File: src/rtl/multdiv_sequencer.sv
// multdiv_sequencer: iterative multiply/divide unit that owns the HI/LO pair.
// Runs one bit per cycle beside the single-cycle ALU. Md_busy lets the hazard
// logic hold issue until HI/LO are final.
//
// state | meaning
// ------+-------------------------------------------------------------
// IDLE  | waiting; accepts mult/multu/div/divu and mthi/mtlo
// CALC  | one shift-add (multiply) or restoring-divide step per cycle
// FIX   | sign correction, HI/LO write, Md_done pulse on the next cycle
module multdiv_sequencer #(
    parameter int XLEN = 32
) (
    input  logic            clock,
    input  logic            reset_n,
    input  logic            Md_start,
    input  logic [5:0]      Function_opcode,
    input  logic [XLEN-1:0] Read_data_1,
    input  logic [XLEN-1:0] Read_data_2,
    output logic            Md_busy,
    output logic            Md_done,
    output logic            Md_div_zero,
    output logic [XLEN-1:0] Md_Result,
    output logic [XLEN-1:0] Hi_out,
    output logic [XLEN-1:0] Lo_out
);

    typedef enum logic [1:0] {IDLE, CALC, FIX} state_t;

    localparam logic [5:0] FN_MFHI  = 6'h10;
    localparam logic [5:0] FN_MTHI  = 6'h11;
    localparam logic [5:0] FN_MFLO  = 6'h12;
    localparam logic [5:0] FN_MTLO  = 6'h13;
    localparam logic [5:0] FN_MULT  = 6'h18;
    localparam logic [5:0] FN_MULTU = 6'h19;
    localparam logic [5:0] FN_DIV   = 6'h1A;
    localparam logic [5:0] FN_DIVU  = 6'h1B;

    state_t state_q, state_d;

    logic [XLEN-1:0] hi_q, lo_q;
    logic [XLEN-1:0] acc_hi, acc_lo;   // product {hi,lo} or {remainder, dividend/quotient}
    logic [XLEN-1:0] opb;              // multiplicand or divisor magnitude
    logic [4:0]      iter_cnt;
    logic            op_div, neg_main, neg_rem, div_zero;
    logic            done_q, dz_q;

    logic            is_md, is_signed, is_div, b_zero;
    logic [XLEN-1:0] mag_a, mag_b;
    logic [XLEN:0]   mul_sum, div_trial;
    logic [2*XLEN-1:0] prod, prod_fix;

    assign is_md     = (Function_opcode == FN_MULT) || (Function_opcode == FN_MULTU) ||
                       (Function_opcode == FN_DIV)  || (Function_opcode == FN_DIVU);
    // Low bit clear selects the signed flavour of both mult and div.
    assign is_signed = ~Function_opcode[0];
    assign is_div    = Function_opcode[1];
    assign b_zero    = (Read_data_2 == '0);

    // Magnitude of 0x80000000 is 2^31, which still fits as an unsigned word.
    assign mag_a = (is_signed && Read_data_1[XLEN-1]) ? (~Read_data_1 + 1'b1) : Read_data_1;
    assign mag_b = (is_signed && Read_data_2[XLEN-1]) ? (~Read_data_2 + 1'b1) : Read_data_2;

    assign mul_sum   = {1'b0, acc_hi} + (acc_lo[0] ? {1'b0, opb} : '0);
    // Remainder stays below the divisor, so bit XLEN of the trial is a clean borrow flag.
    assign div_trial = {acc_hi, acc_lo[XLEN-1]} - {1'b0, opb};
    assign prod      = {acc_hi, acc_lo};
    assign prod_fix  = neg_main ? (~prod + 1'b1) : prod;

    // State register.
    always_ff @(posedge clock or negedge reset_n) begin
        if (!reset_n) state_q <= IDLE;
        else          state_q <= state_d;
    end

    // Next-state logic; a zero divisor skips the iterations entirely.
    always_comb begin
        state_d = state_q;
        case (state_q)
            IDLE: if (Md_start && is_md) state_d = (is_div && b_zero) ? FIX : CALC;
            CALC: if (iter_cnt == 5'd31) state_d = FIX;
            FIX:  state_d = IDLE;
            default: state_d = IDLE;
        endcase
    end

    // Datapath: operand latch, per-cycle iteration, final sign fix and HI/LO write.
    always_ff @(posedge clock or negedge reset_n) begin
        if (!reset_n) begin
            hi_q     <= '0;
            lo_q     <= '0;
            acc_hi   <= '0;
            acc_lo   <= '0;
            opb      <= '0;
            iter_cnt <= '0;
            op_div   <= 1'b0;
            neg_main <= 1'b0;
            neg_rem  <= 1'b0;
            div_zero <= 1'b0;
            done_q   <= 1'b0;
            dz_q     <= 1'b0;
        end else begin
            done_q <= 1'b0;
            dz_q   <= 1'b0;
            case (state_q)
                IDLE: begin
                    if (Md_start && is_md) begin
                        op_div   <= is_div;
                        opb      <= mag_b;
                        acc_hi   <= '0;
                        acc_lo   <= mag_a;
                        iter_cnt <= '0;
                        neg_main <= is_signed && (Read_data_1[XLEN-1] ^ Read_data_2[XLEN-1]);
                        neg_rem  <= is_signed && Read_data_1[XLEN-1];
                        div_zero <= is_div && b_zero;
                    end else if (Md_start && Function_opcode == FN_MTHI) begin
                        hi_q <= Read_data_1;
                    end else if (Md_start && Function_opcode == FN_MTLO) begin
                        lo_q <= Read_data_1;
                    end
                end
                CALC: begin
                    iter_cnt <= iter_cnt + 5'd1;
                    if (op_div) begin
                        if (!div_trial[XLEN]) begin
                            acc_hi <= div_trial[XLEN-1:0];
                            acc_lo <= {acc_lo[XLEN-2:0], 1'b1};
                        end else begin
                            acc_hi <= {acc_hi[XLEN-2:0], acc_lo[XLEN-1]};
                            acc_lo <= {acc_lo[XLEN-2:0], 1'b0};
                        end
                    end else begin
                        {acc_hi, acc_lo} <= {mul_sum, acc_lo[XLEN-1:1]};
                    end
                end
                FIX: begin
                    done_q <= 1'b1;
                    dz_q   <= div_zero;
                    if (!div_zero) begin
                        if (op_div) begin
                            lo_q <= neg_main ? (~acc_lo + 1'b1) : acc_lo;
                            hi_q <= neg_rem  ? (~acc_hi + 1'b1) : acc_hi;
                        end else begin
                            {hi_q, lo_q} <= prod_fix;
                        end
                    end
                end
                default: ;
            endcase
        end
    end

    // mfhi/mflo read path; only meaningful while not busy.
    always_comb begin
        Md_Result = '0;
        case (Function_opcode)
            FN_MFHI: Md_Result = hi_q;
            FN_MFLO: Md_Result = lo_q;
            default: Md_Result = '0;
        endcase
    end

    assign Md_busy     = (state_q != IDLE);
    assign Md_done     = done_q;
    assign Md_div_zero = dz_q;
    assign Hi_out      = hi_q;
    assign Lo_out      = lo_q;

endmodule

File: config.mk
export PLATFORM = sky130hd
export DESIGN_NAME = multdiv_sequencer
export DESIGN_NICKNAME = d
export VERILOG_FILES = /design/src/rtl/multdiv_sequencer.sv
export SDC_FILE = /design/constraint.sdc
export NUM_CORES = 1
export LEC_CHECK = 0
export BUFFER_PORTS_ARGS = -buffer_cell sky130_fd_sc_hd__buf_2
export CORE_ASPECT_RATIO = 1.1
export CORE_UTILIZATION = 50
export DETAILED_ROUTE_END_ITERATION = 10
export HOLD_SLACK_MARGIN = 0.1
export PLACE_DENSITY = 0.78
export SLEW_MARGIN = 20
export SYNTH_ARGS = -nofsm -noshare
export SYNTH_HDL_FRONTEND = slang
export SYNTH_SLANG_ARGS = --single-unit
File: constraint.sdc
create_clock -name clock -period 11.8 [get_ports clock]
set_input_delay 1.18 -clock clock [delete_from_list [all_inputs] [get_ports clock]]
set_output_delay 1.18 -clock clock [all_outputs]
set_load 0.01 [all_outputs]
* After elaboration in Yosys (flattened, before gate mapping)
Cells that the tools add are included.
** Operators by class
- Add/sub/neg operators :: 8
- $mul :: 0
- Divide/modulo/power cells :: 0
- Order comparisons :: 0
- Equal/unequal tests :: 18
- Shifts and indexed selects :: 0
- Mux-type cells :: 34
- Bitwise gates (word level) :: 7
- Reduce and logical (&&, ||, !) cells :: 20
** Operators by type and width (count)
- 2-to-1 mux 32 bit :: 19
- case mux 32 bit (2 select lines) :: 5
- adder 32 x 1 -> 32 bit, second input constant :: 4
- inverter 32 bit :: 4
- adder 64 x 1 -> 64 bit, second input constant :: 1
- 2-to-1 mux 64 bit :: 1
- inverter 64 bit :: 1
- equality test 6 x 5 -> 1 bit, second input constant :: 8
- adder 32 x 32 -> 33 bit :: 1
- subtractor 33 x 32 -> 33 bit :: 1
- logical NOT 32 bit :: 1
- inequality test 2 bit, second input constant :: 7
- case mux 5 bit (2 select lines) :: 1
- logical AND 1 bit :: 7
- 2-to-1 mux 2 bit :: 3
- AND reduction 2 bit :: 3
- nonzero test 2 bit :: 3
- adder 5 x 1 -> 5 bit, second input constant :: 1
- equality test 5 bit, second input constant :: 1
- 2-to-1 mux 5 bit :: 1
- AND reduction 5 bit :: 1
- case mux 2 bit (2 select lines) :: 1
- AND reduction 4 bit :: 1
- logical OR 1 bit :: 3
- other kinds (6) :: 8
** Word-level totals
- Register bits :: 173
- Bits in latches :: 0
- Memory bits (writable) :: 0
- Bits in read-only memories :: 0
- Input bits :: 73
- Output and inout port bits :: 99
- Logic and storage cells :: 100
- Memories kept :: 0

* Logic depth before layout (Yosys ltp)
- Word-level depth :: 7
- Gate-level depth with buffers :: 16
- Depth with buffers taken out :: 14

* Worst setup path before layout
Ideal clock, no wire load.
- Path kind :: register to register
- From :: register acc_lo[0]
- To :: register acc_hi[31]
- Setup time :: 128 ps
- Arrival time :: 3798 ps
- Required time :: 11672 ps
- Path slack :: 7874 ps
- Stages on the path, launching flop included :: 16
- Buffers on the path :: 2
- Clock period less this slack :: 3926 ps
- Cells stage by stage :: dfrtp_1 clkbuf_1 inv_1 clkbuf_1 nor2_1 ha_1 o211ai_1 a21oi_1 o41a_1 a311o_1 a31o_2 a41o_1 a211o_1 a221o_1 a211oi_1 nor4b_1
** Between the ends
- Longest elaborated chain between the ends :: 4
** Ends and longest elaborated chain
- from (decl) :: RTL line 41 : logic [XLEN-1:0] acc_hi, acc_lo;
- from (signal assigned) :: RTL line 110 : acc_lo <= mag_a;
- from (signal assigned) :: RTL line 126 : acc_lo <= {acc_lo[XLEN-2:0], 1'b1};
- from (signal assigned) :: RTL line 129 : acc_lo <= {acc_lo[XLEN-2:0], 1'b0};
- 2-to-1 mux 32 bit :: RTL line 63 : assign mul_sum = {1'b0, acc_hi} + (acc_lo[0] ? {1'b0, opb} : '0);
- adder 32 x 32 -> 33 bit :: RTL line 63
- 2-to-1 mux 32 bit :: RTL line 123 : if (op_div) begin
- case mux 32 bit (2 select lines) :: RTL line 104 : case (state_q)
- to (signal assigned) :: RTL line 125 : acc_hi <= div_trial[XLEN-1:0];
- to (signal assigned) :: RTL line 128 : acc_hi <= {acc_hi[XLEN-2:0], acc_lo[XLEN-1]};
- to (signal assigned) :: RTL line 132 : {acc_hi, acc_lo} <= {mul_sum, acc_lo[XLEN-1:1]};
- to (decl) :: RTL line 41
Every way passes these cells.
A chain may end at the register's enable or synchronous reset.

* Final worst setup path
- From :: register acc_lo[31]
- To :: register acc_hi[3]
** Between the ends
- Longest elaborated chain between the ends :: 4
** Ends and longest elaborated chain
- subtractor 33 x 32 -> 33 bit :: RTL line 65 : assign div_trial = {acc_hi, acc_lo[XLEN-1]} - {1'b0, opb};
- 2-to-1 mux 32 bit :: RTL line 124 : if (!div_trial[XLEN]) begin
- 2-to-1 mux 32 bit :: RTL line 123
- case mux 32 bit (2 select lines) :: RTL line 104
Every way passes these cells.

==> metrics <==
status=complete, no violations; via count=14184; final setup vio count=0; Internal Power=2.20 mW; Worst Path Required=12.13 ns; full die area=0.0297 sq mm; Root Driver=clkbuf_16; fmax=214 MHz; cts hold-fix bufs=0; Inst Count DP=2277; Synth Warn #=0; fin. max-slew vios=0; vias per cell=6.12; hpwl dp=34300 microns; clk slew on worst S/H paths=0.08 ns; top_reg_cell synth=dfrtp_1; combinational fraction of design power=59.7%; gpl congestion=0.989; Syn Area/Cell=7.92 sq um; max-cap violations=0; sequential cell area=0.00433 sq mm; Wirelength per Cell=20.0 microns; Port Buf Inserts=171; Synth Register Bits=173; Setup Skew=0.0198 ns; initial antenna violation count=7; leading post-synthesis cells by cell area=dfrtp_1 (30%), xnor2_1 (6.5%), o21ai_0 (6.3%); Pwr Density=266 mW/mm^2; Clock power frac=14.2%; H-tree depth=4; Die W=164 microns; CP Buf/Inv Count=2; Sw Share=49.2%; CP Cell Sequence=inv_1 > ha_1 > fa_1 > nand2b_1 > a21oi_1 > nor4b_1 > nor3_1 > a311oi_1 > o31ai_1 > xor2_4 > buf_4 > mux2_2 > a21oi_1 > nor2_1; Final nets=2075; postcts setup bufs=0; Multi-input gate area=0.00958 sq mm; CP Class=reg2reg; Global Route Usage Sum=31.3%; worst vdd ir=0.000200 V; CP Launch Type=flop; Most common cell on crit path=a21oi_1; Non-Filler Instances=2316; Hold Startpoint=opb[13]; Final Cycle Share=39.5%; Top Ports=172; Max clock buf depth=2; Seq pwr share=26.1%; Mapped Cells=1830; GRT overflow=0; Worst-Skew Late Latency=0.46 ns; slew at the pin closest to its max-slew limit=1.15 ns; final worst path period need=4.66 ns; first-pass GRT wire length=72400 microns; Final Hold Vio Count=0; initial core utilization=50.6%; most instantiated cells after synthesis=nor2_1 (210), o21ai_0 (183), nand2_1 (175), dfrtp_1 (173), a21oi_1 (160); vias in the first global route=13266; LEAKAGE=7.56 nW; die height=181 microns; Post-synth ARST share=100%; Num CTS Buffers=17; layout cells sized above 1=13.3%; worst path arrival time=5.00 ns; net count after synthesis=1975; area of the mapped netlist=0.0145 sq mm; first-pass iteration count of the detailed router=5; Net Switching=2.13 mW; RSZ-0062 raised after global routing=false; sequential share of the synthesized area=29.9%; antenna viol nets, final=0; core area=0.0286 sq mm; Num Clock Sinks=173; DRT iter0 DRCs=1369; Yosys top cell area share=29.9%; # DRC=0; P&R area growth vs syn=12.4%; DRT Wirelength=46300 microns; slowest stage delay, CP=0.57 ns; cell taking the most area after synthesis=dfrtp_1; Slowest-stage cell, CP=nor3_1; Synth cell types=75; type of the worst min-delay path=reg2reg; post-CTS sizing=0; most frequent cell after synthesis=nor2_1; Cell Rows=65; pin count of the biggest net entering global routing=104; fill count=2683; slew margin rel.=23.4%; Setup crit end kind=flop; CP delay by family, top=compound AO/OA/AOI/OAI gates; Setup TNS=0 ns; Post-synth EDFFs=0; CTS tree=yes; critical path peak fanout=40; CP Launch Point=acc_lo[31]; r2r startpoint=acc_lo[31]
[final cells by class]
type                    instances  area share (%)
multi-input cells            1488            58.8
flip-flops and latches        173            26.6
repair buffers                188            6.28
well taps                     368            2.83
clock buffers                  17            2.61
inverters                      62            1.43
clock inverters                15            1.35
diodes                          5          0.0769
[path summary, 6_finish.rpt]
kind / to / cells after the start / slack (ns)
max: acc_hi[3] / 14 / 7.14
min: opb[13] / 2 / 0.48
max reg2reg: acc_hi[3] / 14 / 7.14
min reg2reg: opb[13] / 2 / 0.48
max in group asynchronous: Hi_out[2] / 2 / 9.53
min in group asynchronous: Lo_out[23] / 1 / 0.81
[placed cells by master (no fill, tap or decap), types with 6 or more instances in the layout]
master     Yosys  routed
dfrtp_1      173     172
ha_1          70      70
a21oi_1      160     160
nor3_1        31      31
buf_4          1      15
o21ai_0      183     183
nand2_1      175     175
inv_1         62      62
and2_1        18      18
nand3_1       19      19
a31o_2         6       6
nor2_1       210     207
a211oi_1      32      32
a21o_1        52      52
xor2_1        66      65
mux2i_1       90      90
or2_2          7       6
a22oi_1       20      20
clkinv_8       0       6
nand4_1        6       6
nand2b_1      20      19
clkbuf_16      0      17
buf_2          4     170
o21a_1         7       7
o41ai_1        7       7
o211ai_1      11      11
o31ai_1       39      39
o21bai_1       8       8
and3_1        12      12
a31oi_1       17      17
or3_1         18      17
nor2b_1       14      13
xnor2_1      108     108
nor4_1        13      13
[kinds of logic (layout without fill, tap and decap cells)]
| logic type | Yosys count | after routing | synth area share [%] |
|---|---|---|---|
| AO/OA/AOI/OAI | 584 | 584 | 24.6 |
| multiplexers | 93 | 93 | 6.45 |
| adder cells (fa/ha/maj) | 72 | 72 | 6.32 |
| AND/OR/NAND/NOR | 565 | 565 | 17.7 |
| other | 0 | 5 | 0 |
| flip-flops | 173 | 173 | 29.9 |
| buffers and inverters | 169 | 282 | 4.49 |
| XOR/XNOR | 174 | 174 | 10.5 |
[per-layer routing]
layer,global-route usage (%),vias up,part of all wire [%]
li1,-,6720,-
met1,41.3,6700,42
met2,49.9,662,46
met3,5.36,100,7.6
met4,14.2,2,3.5
met5,0,-,0.037
[registers in the layout, indices dropped and copies added (netlist names)]
register / cells
Hi_out: 32
Lo_out: 32
acc_hi: 32
acc_lo: 32
opb: 32
iter_cnt: 5
state_q: 2
Md_div_zero: 1
Md_done: 1
div_zero: 1
neg_main: 1
neg_rem: 1
op_div: 1
[worst min-delay path, stage by stage (launching register included)]
cell and delay (ns):
dfrtp_1 0.35, nand2_1 0.04, o21ai_0 0.06
[through the flow]
step	util (%)	hold slack [ns]	setup WS, ns	total power, mW	area (sq um)
after CTS	56.6	0.488	7.21	4.27	16200
after floorplan	-	0.450	7.87	2.97	14500
after detailed placement	54.4	0.471	7.21	3.64	15600
after global routing	56.8	0.503	6.92	4.63	16300
final	56.9	0.481	7.14	4.33	16300
after global placement	54.4	0.461	7.32	3.58	15600
[power by group through the flow]
stage | sequential (mW) | clock (mW) | combinational [mW]
6_report | 1.13 | 0.616 | 2.58
4_1_cts | 1.12 | 0.619 | 2.54
3_3_place_gp | 1.12 | 0 | 2.46
3_5_place_dp | 1.13 | 0 | 2.51
2_1_floorplan | 1.02 | 0 | 1.95
5_1_grt | 1.16 | 0.643 | 2.83
No activity file was read; power rests on OpenSTA's default activity.
